--- src/rtl/cpu_boot_ctrl.sv ---
// Boot sequencer for the 5-stage cpu: load imem, load dmem, run N cycles, dump dmem.
// Define BOOT_CTRL_DUMP_EN to include the dmem readback phase; otherwise RUN ends in DONE.
module cpu_boot_ctrl #(
    parameter int IMEM_DEPTH = 128,
    parameter int DMEM_DEPTH = 128,
    parameter int CNT_W      = 32
) (
    input  logic             clk,
    input  logic             arst_n,
    input  logic             start,
    input  logic [15:0]      imem_words,
    input  logic [15:0]      dmem_words,
    input  logic [CNT_W-1:0] run_cycles,
    input  logic             host_valid,
    output logic             host_ready,
    input  logic [63:0]      host_data,
    output logic             dump_valid,
    input  logic             dump_ready,
    output logic [63:0]      dump_data,
    output logic             enable,
    output logic [63:0]      addr_ext,
    output logic             wen_ext,
    output logic             ren_ext,
    output logic [31:0]      wdata_ext,
    output logic [63:0]      addr_ext_2,
    output logic             wen_ext_2,
    output logic             ren_ext_2,
    output logic [63:0]      wdata_ext_2,
    input  logic [63:0]      rdata_ext_2,
    output logic             busy,
    output logic             done,
    output logic [2:0]       state_dbg_o
);

    // Host and dump links are valid/ready: a word moves on an edge where both are high;
    // the producer keeps valid and data steady until that edge.
    typedef enum logic [2:0] {
        IDLE     = 3'd0,
        LOAD_I   = 3'd1,
        LOAD_D   = 3'd2,
        RUN      = 3'd3,
        DUMP_RD  = 3'd4,
        DUMP_CAP = 3'd5,
        DUMP_OUT = 3'd6,
        DONE     = 3'd7
    } state_t;

    localparam logic [15:0] IMEM_MAX = 16'(IMEM_DEPTH);
    localparam logic [15:0] DMEM_MAX = 16'(DMEM_DEPTH);

    state_t           state_q, state_d;
    logic [15:0]      idx_q, idx_d;
    logic [15:0]      icnt_q, icnt_d;
    logic [15:0]      dcnt_q, dcnt_d;
    logic [CNT_W-1:0] cnt_q, cnt_d;
    logic [15:0]      imem_sat, dmem_sat;
    logic             run_exit;

    assign imem_sat = (imem_words > IMEM_MAX) ? IMEM_MAX : imem_words;
    assign dmem_sat = (dmem_words > DMEM_MAX) ? DMEM_MAX : dmem_words;

    assign ren_ext     = 1'b0;
    assign busy        = (state_q != IDLE) && (state_q != DONE);
    assign done        = (state_q == DONE);
    assign state_dbg_o = state_q;

    always_ff @(posedge clk) begin
        if (!arst_n) begin
            state_q <= IDLE;
            idx_q   <= '0;
            icnt_q  <= '0;
            dcnt_q  <= '0;
            cnt_q   <= '0;
        end else begin
            state_q <= state_d;
            idx_q   <= idx_d;
            icnt_q  <= icnt_d;
            dcnt_q  <= dcnt_d;
            cnt_q   <= cnt_d;
        end
    end

`ifdef BOOT_CTRL_DUMP_EN
    logic [63:0] dump_q, dump_d;

    always_ff @(posedge clk) begin
        if (!arst_n) begin
            dump_q <= '0;
        end else begin
            dump_q <= dump_d;
        end
    end

    assign dump_data = dump_q;
`else
    logic unused_dump;

    assign unused_dump = ^{dump_ready, rdata_ext_2};
    assign dump_valid  = 1'b0;
    assign dump_data   = '0;
`endif

    always_comb begin
        state_d     = state_q;
        idx_d       = idx_q;
        icnt_d      = icnt_q;
        dcnt_d      = dcnt_q;
        cnt_d       = cnt_q;
        run_exit    = 1'b0;
        host_ready  = 1'b0;
        enable      = 1'b0;
        addr_ext    = '0;
        wen_ext     = 1'b0;
        wdata_ext   = '0;
        addr_ext_2  = '0;
        wen_ext_2   = 1'b0;
        wdata_ext_2 = '0;
        ren_ext_2   = 1'b0;
`ifdef BOOT_CTRL_DUMP_EN
        dump_valid  = 1'b0;
        dump_d      = dump_q;
`endif
        case (state_q)
            IDLE, DONE: begin
                if (start) begin
                    icnt_d = imem_sat;
                    dcnt_d = dmem_sat;
                    cnt_d  = run_cycles;
                    idx_d  = '0;
                    if (imem_sat != '0)      state_d = LOAD_I;
                    else if (dmem_sat != '0) state_d = LOAD_D;
                    else                     state_d = RUN;
                end
            end
            LOAD_I: begin
                host_ready = 1'b1;
                if (host_valid) begin
                    wen_ext   = 1'b1;
                    addr_ext  = {46'b0, idx_q, 2'b00};
                    wdata_ext = host_data[31:0];
                    if (idx_q == icnt_q - 16'd1) begin
                        idx_d   = '0;
                        state_d = (dcnt_q != '0) ? LOAD_D : RUN;
                    end else begin
                        idx_d = idx_q + 16'd1;
                    end
                end
            end
            LOAD_D: begin
                host_ready = 1'b1;
                if (host_valid) begin
                    wen_ext_2   = 1'b1;
                    addr_ext_2  = {45'b0, idx_q, 3'b000};
                    wdata_ext_2 = host_data;
                    if (idx_q == dcnt_q - 16'd1) begin
                        idx_d   = '0;
                        state_d = RUN;
                    end else begin
                        idx_d = idx_q + 16'd1;
                    end
                end
            end
            RUN: begin
                // A zero count spends one cycle here with enable low, then leaves.
                if (cnt_q != '0) begin
                    enable   = 1'b1;
                    cnt_d    = cnt_q - CNT_W'(1);
                    run_exit = (cnt_q == CNT_W'(1));
                end else begin
                    run_exit = 1'b1;
                end
                if (run_exit) begin
`ifdef BOOT_CTRL_DUMP_EN
                    idx_d   = '0;
                    state_d = (dcnt_q != '0) ? DUMP_RD : DONE;
`else
                    state_d = DONE;
`endif
                end
            end
`ifdef BOOT_CTRL_DUMP_EN
            DUMP_RD: begin
                ren_ext_2  = 1'b1;
                addr_ext_2 = {45'b0, idx_q, 3'b000};
                state_d    = DUMP_CAP;
            end
            DUMP_CAP: begin
                dump_d  = rdata_ext_2;
                state_d = DUMP_OUT;
            end
            DUMP_OUT: begin
                dump_valid = 1'b1;
                if (dump_ready) begin
                    if (idx_q == dcnt_q - 16'd1) begin
                        state_d = DONE;
                    end else begin
                        idx_d   = idx_q + 16'd1;
                        state_d = DUMP_RD;
                    end
                end
            end
`endif
            default: state_d = IDLE;
        endcase
    end

endmodule
--- config.mk ---
export PLATFORM = sky130hd
export DESIGN_NAME = cpu_boot_ctrl
export DESIGN_NICKNAME = d
export VERILOG_FILES = /design/src/rtl/cpu_boot_ctrl.sv
export SDC_FILE = /design/constraint.sdc
export NUM_CORES = 1
export LEC_CHECK = 0
export CAP_MARGIN = 20
export CORE_AREA = 2 2 192 194
export DETAILED_ROUTE_END_ITERATION = 8
export DIE_AREA = 0 0 194 196
export DONT_BUFFER_PORTS = 1
export GPL_TIMING_DRIVEN = 0
export HOLD_SLACK_MARGIN = 0.05
export PLACE_DENSITY = 0.46
export SLEW_MARGIN = 20
export SYNTH_ARGS = -nofsm -noshare
export SYNTH_HDL_FRONTEND = slang
export SYNTH_SLANG_ARGS = --single-unit
--- constraint.sdc ---
create_clock -name clk -period 3.2 [get_ports clk]
set_input_delay 0.32 -clock clk [delete_from_list [all_inputs] [get_ports clk]]
set_output_delay 0.32 -clock clk [all_outputs]
set_load 0.03 [all_outputs]
==> impl_metrics.yaml <==
synthesis:
  yosysTopAreaCellShare_pct: 22.5
  yosysUniqueCellTypes: 66
  yosysSeqAreaShare_pct: 22.5
  netlist_instances: 1016
  synth_seq_cells: 83
  yosysTopAreaCell: "dfxtp_1"
  synth-main-ff-cell: "dfxtp_1"
  ys_async_sr_fraction_pct: 0
  synth_area_mm2: 0.00740
  synth_enable_flop_cells: 0
  synth_warnings: 0
  syn_avg_cell_area_um2: 7.28
  synthTopCellsByArea: "dfxtp_1, buf_4, and2_1"
power:
  p_per_area_mw_per_mm2: 546
  leakage_nw: 4.13
  ir_drop_uv: 278
timing:
  finalCritPeriodShare_pct: 98.1
  postLayoutSetupSlackWorst_ps: 62.1
  finalSetupViolCount: 0
  relSlewSlack_pct: 26.4
  worstMarginPinSlew_ps: 1100
  drv_slew: 0
  skew_ps: 17.4
  tns_ps: 0
  fin_crit_ps: 3140
  rsz0062_at_grt: "yes"
  fmax_ghz: 0.319
  finalHoldViolCount: 0
die:
  ios: 497
  die_w_um: 194
  die_y_um: 196
  die_area_mm2: 0.0380
  core-area_mm2: 0.0361
  row_count: 70
  start_util_pct: 20.5
placement:
  placed_cells: 1646
  pre_cts_ws_ps: -517
  place_congestion: 0.867
  port_buffers: 0
  dp_hpwl_mm: 27.1
cells_and_area:
  nNetsFinal: 1403
  nFillCells: 4021
  final_cells: 1678
  layout-area-overhead-vs-synth_pct: 24.8
  final_cell_mix: "buf_4, conb_1, and2_1"
  layout_commonest_cell: "buf_4"
  drive_above_1_share_pct: 23.2
cts:
  cts.sink_count: 83
  cts.clk_slew.worst_paths_ps: 70
  cts_buffers: 9
  cts_max_path_buffers: 2
  cts_root_buf: "clkbuf_16"
  cts_hold_buf: 0
  insertion_delay_ps: 360
  htree_levels: 3
  cts_tree: "built"
global_routing:
  grt_pass1_vias: 6200
  grt_max_degree: 17
  grt_usage_pct: 16.3
  grt_first_pass_wirelength_mm: 45.3
  antenna_found_initial: 10
  overflow: 0
routing:
  wl_met3_mm: 2.98
  wl_per_cell_um: 19.4
  ant_nets: 0
  drc: 0
  num_vias: 7145
  first_iter_violations: 423
  viasPerCell: 4.26
  drt-total-wl_mm: 32.6
  route.met2.wl_mm: 17.6
  met1Wirelength_mm: 11.7
  first_pass_iters: 5
  dr.max_layer_used: "met5"
setup_path:
  arrival_ps: 3410
  worstSetupEndpointType: "register"
  cp.buffers_inverters: 2
  cp_max_fo: 7
  crit_chain: "inv_2 > ha_4 > or3b_4 > nor3_4 > mux2_4 > mux2i_1 > o21a_1 > o31ai_4 > a2111oi_4 > buf_6 > a21oi_1 > a31oi_1"
  required_ps: 3470
  critical_path.top_delay_family: "compound AO/OA/AOI/OAI gates"
  crit_path_max_incr_delay_ps: 640
  critical_path_class: "register to register"
  cp_slowest_cell: "a2111oi_4"
  cp-start-kind: "register"
flow_run:
  cap_violations: 0
outcome:
  status: "finished clean"
hold_path:
  holdCritPathClass: "primary input to register"
-- layer usage --
metal  up-vias  GRT usage (%)
met5         -              0
met4         4           2.55
met3        25           5.57
met2       329           31.9
met1      3273           16.9
li1       3514              -
-- logic make-up (layout without fill, tap and decap cells) --
| family | after synthesis | in the layout | synth area share (%) |
|---|---|---|---|
| DFF | 83 | 83 | 22.5 |
| muxes | 12 | 12 | 1.66 |
| xor gates and xnor gates | 41 | 41 | 4.86 |
| other | 1 | 167 | 0.0507 |
| adders and majority gates | 5 | 5 | 0.846 |
| and+or+nand+nor | 428 | 428 | 31.7 |
| AOI/OAI and AO/OA | 194 | 194 | 17.1 |
| buffers and inverters | 252 | 280 | 21.3 |
-- flip-flops by register name, summed over array words and instances (netlist names) --
register     count
cnt_q           32
dcnt_q          16
idx_q           16
state_dbg_o      3
icnt_q          16
-- power breakdown --
| part | internal (mW) | switching (mW) | total, mW | leakage, nW |
|---|---|---|---|---|
| Clock | 0.540 | 0.494 | 1.03 | 0.141 |
| Combinational | 0.806 | 1.85 | 2.65 | 3.30 |
| Sequential | 1.17 | 0.184 | 1.36 | 0.680 |
-- synthesized netlist by cell type (all sizes together), types with 2 or more instances --
cell	number
buf	172
and2	137
nor2	89
dfxtp	83
clkbuf	59
o21ai	57
a21oi	51
nand2	44
xnor2	32
nor3	27
and3	26
a22oi	24
nand3	22
inv	21
nor4	21
nor2b	20
a31oi	17
mux2i	10
xor2	9
or4	7
nand3b	6
nand4	6
o221a	6
ha	5
nand2b	5
a21boi	4
a22o	4
o22ai	4
o31ai	4
or3	4
a41oi	3
nor3b	3
o211ai	3
or2	3
or2b	3
a211oi	2
mux2	2
o211a	2
o21a	2
o22a	2
or4b	2
-- worst paths after layout --
check	from	slack (ps)	cells past startpoint	end
max reg2reg	icnt_q[1]$_SDFFE_PN0P_	60	12	idx_q[2]$_SDFFE_PN0P_
min	imem_words[6]	130	2	icnt_q[6]$_SDFFE_PN0P_
min reg2reg	cnt_q[9]$_SDFFE_PN0P_	460	2	cnt_q[9]$_SDFFE_PN0P_
max	icnt_q[1]$_SDFFE_PN0P_	60	12	idx_q[2]$_SDFFE_PN0P_
-- final cells by class --
class	count	area [um2]	area share [%]
multi-input cells	843	4970	53.8
flip-flops and latches	83	1680	18.2
plain buffers	229	1520	16.5
well taps	468	586	6.34
clock buffers	9	225	2.44
repair buffers	14	109	1.18
inverters	21	78.8	0.854
clock inverters	7	57.6	0.623
diodes	4	10.0	0.108
-- through the flow --
stage	instance area (um2)	util, %	total power [mW]	hold WS, ps
after detailed placement	8590	23.8	3.89	455
final	9230	25.6	5.04	125
after global routing	9230	25.6	5.35	115
after floorplan	8000	-	3.28	431
after CTS	9050	25.1	5.01	113
after global placement	8590	23.8	3.89	456
-- what timing repair did --
| item | in CTS | in global routing |
|---|---|---|
| resized for setup | 51 | 35 |
| buffers inserted | 2 | 11 |
| pin swaps | 4 | 15 |
| setup endpoints to repair | 159 | 99 |
| gates cloned | 1 | 0 |
-- worst reg2reg max path, delay by kind of cell, from the launching register on --
kind            cells  cell delay (ps)
compound gates      5             1160
simple gates        2              690
mux                 2              450
fa+ha+maj           1              140
buf+inv             2              290
flops               1              340
No activity file was read; power rests on OpenSTA's default activity.
